`config.mk`:
```
export PLATFORM = sky130hd
export DESIGN_NAME = sat_counter
export DESIGN_NICKNAME = d
export VERILOG_FILES = /design/src/rtl/sat_counter.sv
export SDC_FILE = /design/constraint.sdc
export NUM_CORES = 1
export LEC_CHECK = 0
export CELL_PAD_IN_SITES_DETAIL_PLACEMENT = 0
export CELL_PAD_IN_SITES_GLOBAL_PLACEMENT = 2
export CORE_AREA = 2 2 39 41
export CTS_BUF_LIST = sky130_fd_sc_hd__clkbuf_4 sky130_fd_sc_hd__clkbuf_8
export CTS_CLUSTER_SIZE = 25
export DETAILED_ROUTE_END_ITERATION = 12
export DIE_AREA = 0 0 41 43
export GPL_TIMING_DRIVEN = 0
export PLACE_DENSITY_LB_ADDON = 0.1
export REMOVE_ABC_BUFFERS = 1
export SETUP_SLACK_MARGIN = 0.4
export SYNTH_ARGS = -nofsm -noshare
export SYNTH_HDL_FRONTEND = slang
export SYNTH_SLANG_ARGS = --single-unit
```
`constraint.sdc`:
```
create_clock -name clk -period 1.97 [get_ports clk]
set_input_delay 0.4925 -clock clk [delete_from_list [all_inputs] [get_ports clk]]
set_output_delay 0.4925 -clock clk [all_outputs]
set_load 0.005 [all_outputs]
```
`src/rtl/sat_counter.sv`:
```
// Up-counter that sticks at all-ones instead of wrapping.
module sat_counter #(
  parameter int W = 8
) (
  input  logic         clk,
  input  logic         rst_n,
  input  logic         inc,
  output logic [W-1:0] count
);

  logic [W-1:0] r_count;

  always_ff @(posedge clk or negedge rst_n) begin
    if (!rst_n) begin
      r_count <= '0;
    end else if (inc && (r_count != '1)) begin
      r_count <= r_count + 1'b1;
    end
  end

  assign count = r_count;

endmodule

```
### After elaboration in Yosys (flattened, before gate mapping)

Index checks and enable logic that the tools add are counted.

| storage, ports and cells | value |
|---|---|
| register bits | 8 |
| word-level logic and storage cells | 4 |
| input bits | 3 |
| output and inout port bits | 8 |

| cells by class | value |
|---|---|
| reductions and logical operators | 1 |
| equal/unequal tests | 1 |
| $add $sub $neg | 1 |

Operators with widths:

| cell | count |
|---|---|
| $add 8x1->8 const B | 1 |
| $ne 8x8->1 const B | 1 |
| $logic_and 1x1->1 | 1 |

### Longest topological paths before layout

Gate-level depths: netlist (run 1).

| logic depth | value |
|---|---|
| depth after elaboration | 2 |
| gate-level depth with buffers | 4 |
| gate-level depth less buffers | 4 |

### Worst setup path before layout (run 1)

OpenSTA, ideal clock, no wires.

| path | value |
|---|---|
| path kind | register -> register |
| start point | register r_count[0], in the netlist count[0] |
| end point | register r_count[1], in the netlist count[1] |
| library setup time | 0.128 ns |
| stages on the path, launching flop included | 5 |
| required time | 1.842 ns |
| period minus slack after synthesis | 1.393 ns |
| data arrival time | 1.266 ns |
| path buffers | 0 |
| setup slack | 0.577 ns |
| cells stage by stage | dfrtp_1 > ha_1 > nand4_1 > o21ai_2 > mux2_1 |

| on the way | value |
|---|---|
| word-level cells in the longest chain between the ends | 2 |
| elaborated cells between the ends (all ways) | 3 |
| those cells by class | 1 x add/sub; 1 x eq/ne; 1 x reduce/logical |

RTL lines:

| element | RTL line | RTL |
|---|---|---|
| start, declared | 11 | `logic [W-1:0] r_count;` |
| start signal, assigned | 17 | `r_count <= r_count + 1'b1;` |
| branches (longest 2 deep; another with $add 8x1->8) | n/a |  |

Several ways; the timed one is not identified.
A chain may end at the register's enable or synchronous reset.

### Worst setup path after layout (run 1)

Same ends and word-level chain as after synthesis.

==> results.toml, run 1 <==
[grt]
grt_use_total_pct = 13.3
grt_pass1_vias = 337
grt_max_degree = 9
gr-total-overflow = 0
antenna_found_initial = 0
grt_pass1_wl_microns = 1530

[synthesis]
syn_area_sq_um = 408
yosysWarnings = 0
synth-seq-cells = 8
ys_types = 23
synth_largest_area_cell = "dfrtp_1"
synth.top_cell.area_share_pct = 49.1
yosys_most_used_dff = "dfrtp_1"
async_reset_ff_share_pct = 100
syn_area_per_cell_sq_um = 12.0
syn_inst = 34
ys_seq_area_share_pct = 49.1
yosys-top-cells-area = "dfrtp_1 49%, a41oi_1 4.3%, a311oi_2 3.7%"
synth_edf_count = 0

[power]
p_sw_mw = 0.294
p_leak_nw = 0.292
p_int_mw = 0.564
p_seq_share_pct = 31.4
swShare_pct = 34.3
p_total_mw = 0.858
p_clk_share_pct = 14.7
combPwrFrac_pct = 53.9
power.density_mw_per_mm2 = 1370
vdd_ir_drop_max_mv = 0.475

[setup_path]
crit_start = "count[0]"
critical_path_class = "reg2reg"
end_kind = "flop"
r2r_slack_ns = 0.50
arrival_ns = 1.60
worst-path-max-fanout = 5
required_ns = 2.11
cp-start-kind = "flop"
r2r-start = "count[0]"

[sta]
slew_headroom_pct = 74.2
report.final.slew_viol_count = 0
final-hold-violation-count = 0
worst_pin_slew_ns = 0.386
fin_setup_tns_ns = 0
min_period_ns = 1.47
skew_ns = 0.000671
post-route-period-util_pct = 74.5
setup_viol = 0
fmax_mhz = 681
rsz0062_at_grt = "true"

[die]
start_util_pct = 29.5
design.portCount = 11
die_x_microns = 41
die-area_sq_mm = 0.00176
rows = 14
core_sq_mm = 0.00138
die_h_microns = 43

[cells_and_area]
final_common_cell = "buf_4"
antenna_cells = 0
syn_to_final_growth_pct = 53.4
final_nets = 63
drive_gt1_share_pct = 42.1
largest_reg_flops = 8
layout_common_cells = "10 x buf_4, 8 x dlygate4sd2_1, 4 x dfrtp_1, 4 x dfrtp_2, 3 x clkbuf_4"

[drt]
routed.top_layer = "met4"
wl_met2_microns = 419
num_vias = 384
via_per_inst = 5.26
wire_per_inst_microns = 13.0
met3_wirelength_microns = 45
first_pass_iters = 3
drc = 0
drt-initial-drc-count = 13
wirelength_microns = 948
wl_met1_microns = 451
postRouteAntennaNets = 0

[job]
maxCapViolCount = 0

[placement]
gp_congestion = 0.719
portBuffers = 10

[cts]
cts_sinks = 8
htree_levels = 1
cts_made_buffers = 3
clockRootBuffer = "clkbuf_4"
path_clk_slew_ns = 0.05
clkLatencyLatePin_ns = 0.25
cts.path.max_buffers = 2
cts_tree = "yes"
cts-hold-fix-buffers = 0

[run_status]
outcome = "complete, no violations"

[hold_path]
hold_class = "in2async"
## metrics by stage
stage | hold WS [ns] | cell area (sq um) | std cells | setup WS [ns] | utilization, %
after floorplan | 0.197 | 408 | 34 | 0.577 | -
after global placement | 0.514 | 528 | 60 | 0.124 | 38.2
after detailed placement | 0.536 | 528 | 60 | 0.111 | 38.2
after CTS | 0.532 | 613 | 72 | 0.380 | 44.3
after global routing | 0.548 | 626 | 73 | 0.395 | 45.2
final | 0.525 | 626 | 73 | 0.502 | 45.2
## cell type report
class / instances / area (sq um)
repair buffers: 20 / 168
clock buffers: 3 / 22.5
flip-flops and latches: 8 / 205
multi-input cells: 25 / 206
fillers: 133 / 758
inverters: 1 / 3.75
well taps: 16 / 20.0
## cell families after synthesis
family / count (synthesis) / share of synthesized area (%)
AOI/OAI and AO/OA: 11 / 21.2
and+or+nand+nor: 9 / 15.0
DFF: 8 / 49.1
xor gates and xnor gates: 2 / 4.30
muxes: 2 / 6.44
buffers and inverters: 1 / 0.919
adders and majority gates: 1 / 3.07
## cells in the mapped netlist (all sizes together), types with 2 or more instances
library cell  number
a31oi              2
dfrtp              8
mux2               2
a41oi              2
nand3              3
a21oi              2
## final timing paths
check,to,cells past startpoint
worst max register to register,count[1],5
worst max-delay path,count[1],5
min in group clk,count[0],2
worst min-delay path,count[5],1
max in group asynchronous,count[4],1
worst min register to register,count[0],2
## power groups by stage
stage	clock, mW	combinational (mW)	sequential [mW]
floorplan	0	0.150	0.327
global placement	0	0.316	0.333
detailed placement	0	0.319	0.338
CTS	0.131	0.458	0.271
global route	0.140	0.512	0.280
finish	0.126	0.462	0.269
## repair_timing
item,CTS,global route
gates resized for setup,12,2
pin swaps,0,2
endpoints found under the setup margin,9,2
buffers inserted,9,1
## per-layer routing
| layer | GRT usage (%) | vias to the layer above |
|---|---|---|
| met1 | 19.7 | 185 |
| met4 | 10.0 | 0 |
| met5 | 0 | - |
| li1 | - | 183 |
| met2 | 15.9 | 11 |
| met3 | 3.14 | 5 |
## critical path: stages (launching register included)
cell and delay [ns]:
dfrtp_1 0.35, buf_4 0.13, ha_2 0.21, nand4_1 0.13, o21ai_2 0.20, mux2_1 0.33
No activity file was read; power rests on OpenSTA's default activity.
==> inputs of run 2 (changes only) <==
- CORE_AREA: 2 2 39 41 -> unset
- CORE_UTILIZATION: unset -> 27
- DIE_AREA: 0 0 41 43 -> unset
- clock period: 1.97 -> 1.3 ns (I/O delays scaled with it)
==> run 2 against run 1 <==
  * Count of clock-buffer cells in the layout unchanged
  * Critical path type unchanged
  * Combinational power increased by 110%
  * Register-to-register slack got worse by 0.50 ns
==> results.toml, run 2 (synthesized netlist as in run 1, its figures left out) <==
[run_status]
outcome = "complete, no violations"

[drt]
drc = 0
wirelength_microns = 1160
postRouteAntennaNets = 0
first_pass_iters = 2
num_vias = 413
wire_per_inst_microns = 14.6
drt-initial-drc-count = 3
via_per_inst = 5.23

[cells_and_area]
antenna_cells = 0
largest_reg_flops = 8
syn_to_final_growth_pct = 77.3
drive_gt1_share_pct = 70.3
layout_common_cells = "14 x buf_4, 9 x buf_6, 6 x dfrtp_2"
final_common_cell = "buf_4"
final_nets = 70

[cts]
path_clk_slew_ns = 0.06
htree_levels = 1
cts-hold-fix-buffers = 0
clockRootBuffer = "clkbuf_4"
cts_made_buffers = 3
cts_sinks = 8
clkLatencyLatePin_ns = 0.27
cts_tree = "yes"
cts.path.max_buffers = 2

[setup_path]
r2r_slack_ns = 0.004
r2r-start = "count[0]"
arrival_ns = 1.45
cp-start-kind = "flop"
required_ns = 1.45
reg2reg_to = "count[1]"
end_kind = "flop"
crit_end = "count[1]"
crit_start = "count[0]"
critical_path_class = "reg2reg"
reg2reg_depth = 4
worst-path-max-fanout = 3

[power]
power.density_mw_per_mm2 = 2270
p_total_mw = 1.64
p_leak_nw = 0.328
vdd_ir_drop_max_mv = 0.996

[sta]
skew_ns = 0.00136
min_period_ns = 1.30
slew_headroom_pct = 74.1
fin_ws_ns = 0.00394
post-route-period-util_pct = 99.7
final-hold-violation-count = 0
setup_viol = 0
worst_pin_slew_ns = 0.387
rsz0062_at_grt = "true"
report.final.slew_viol_count = 0
fmax_mhz = 772

[grt]
grt_use_total_pct = 18.8
grt_pass1_vias = 441
grt_pass1_wl_microns = 1870
gr-total-overflow = 0
grt_max_degree = 9
antenna_found_initial = 0

[die]
core_sq_mm = 0.00135
start_util_pct = 30.2
design.portCount = 11
die_x_microns = 40.9
die-area_sq_mm = 0.00167
rows = 13
die_h_microns = 40.9

[placement]
placement.setup.worst_slack_ns = -0.394
gp_congestion = 0.795
portBuffers = 10

[hold_path]
hold_class = "in2async"

[job]
maxCapViolCount = 0
run 2: cell types whose count changed in the layout (fill, tap and decap cells not counted), moves of 2 or more:
| cell | previous run | this run |
|---|---|---|
| buf_6 | 0 | 9 |
| dfrtp_1 | 4 | 2 |
| dfrtp_2 | 4 | 6 |
| buf_4 | 10 | 14 |
| buf_2 | 0 | 2 |
| dlygate4sd2_1 | 8 | 1 |
run 2: area by class of cell:
cell class | count | area [sq um]
clock buffer | 3 | 22.5
fill | 131 | 627
inverter | 1 | 3.75
multi-input combinational | 25 | 235
sequential | 8 | 208
tap | 15 | 18.8
timing repair buffer | 27 | 235
run 2: timing repair:
item,4_1_cts,5_1_grt
hold endpoints to repair,0,0
buffers inserted,16,1
pin swaps,10,3
endpoints found under the setup margin,16,16
gates resized for setup,45,10
run 2: worst min-delay path by stage:
stage,startpoint,end,slack [ns],cells past startpoint
floorplan,rst_n,count[0],0.03,0
global placement,count[0],count[0],0.52,1
detailed placement,count[0],count[0],0.53,1
CTS,rst_n,count[5],0.36,1
global route,rst_n,count[5],0.35,1
finish,rst_n,count[5],0.34,1
run 2: stage by stage:
| step | TNS (ns) | hold slack (ns) | util (%) | std cells | cell area [sq um] |
|---|---|---|---|---|---|
| final | 0 | 0.344 | 53.6 | 79 | 723 |
| after global routing | -0.123 | 0.353 | 53.6 | 79 | 723 |
| after CTS | -0.0300 | 0.356 | 49.6 | 78 | 669 |
| after detailed placement | -1.64 | 0.532 | 39.0 | 59 | 527 |
| after global placement | -1.54 | 0.516 | 39.0 | 59 | 527 |
| after floorplan | -0.0932 | 0.0294 | - | 34 | 408 |
run 2: routing by layer:
metal  up-vias  routed length (microns)  track usage, %
li1        195                        -               -
met1       196                      464            18.9
met2        15                      563            28.9
met3         7                       68            8.15
met4         0                       59            17.5
met5         -                        0               0
run 2: worst max-delay path, cell delays in order, from the launching register on:
cell and delay, ns:
dfrtp_2 0.41, ha_4 0.15, nand4_1 0.11, o21ai_2 0.19, mux2_4 0.31
run 2: report_power, final:
part | switching (mW) | internal, mW
sequential | 0.0923 | 0.367
combinational | 0.371 | 0.611
clock | 0.0969 | 0.106
total | 0.560 | 1.08
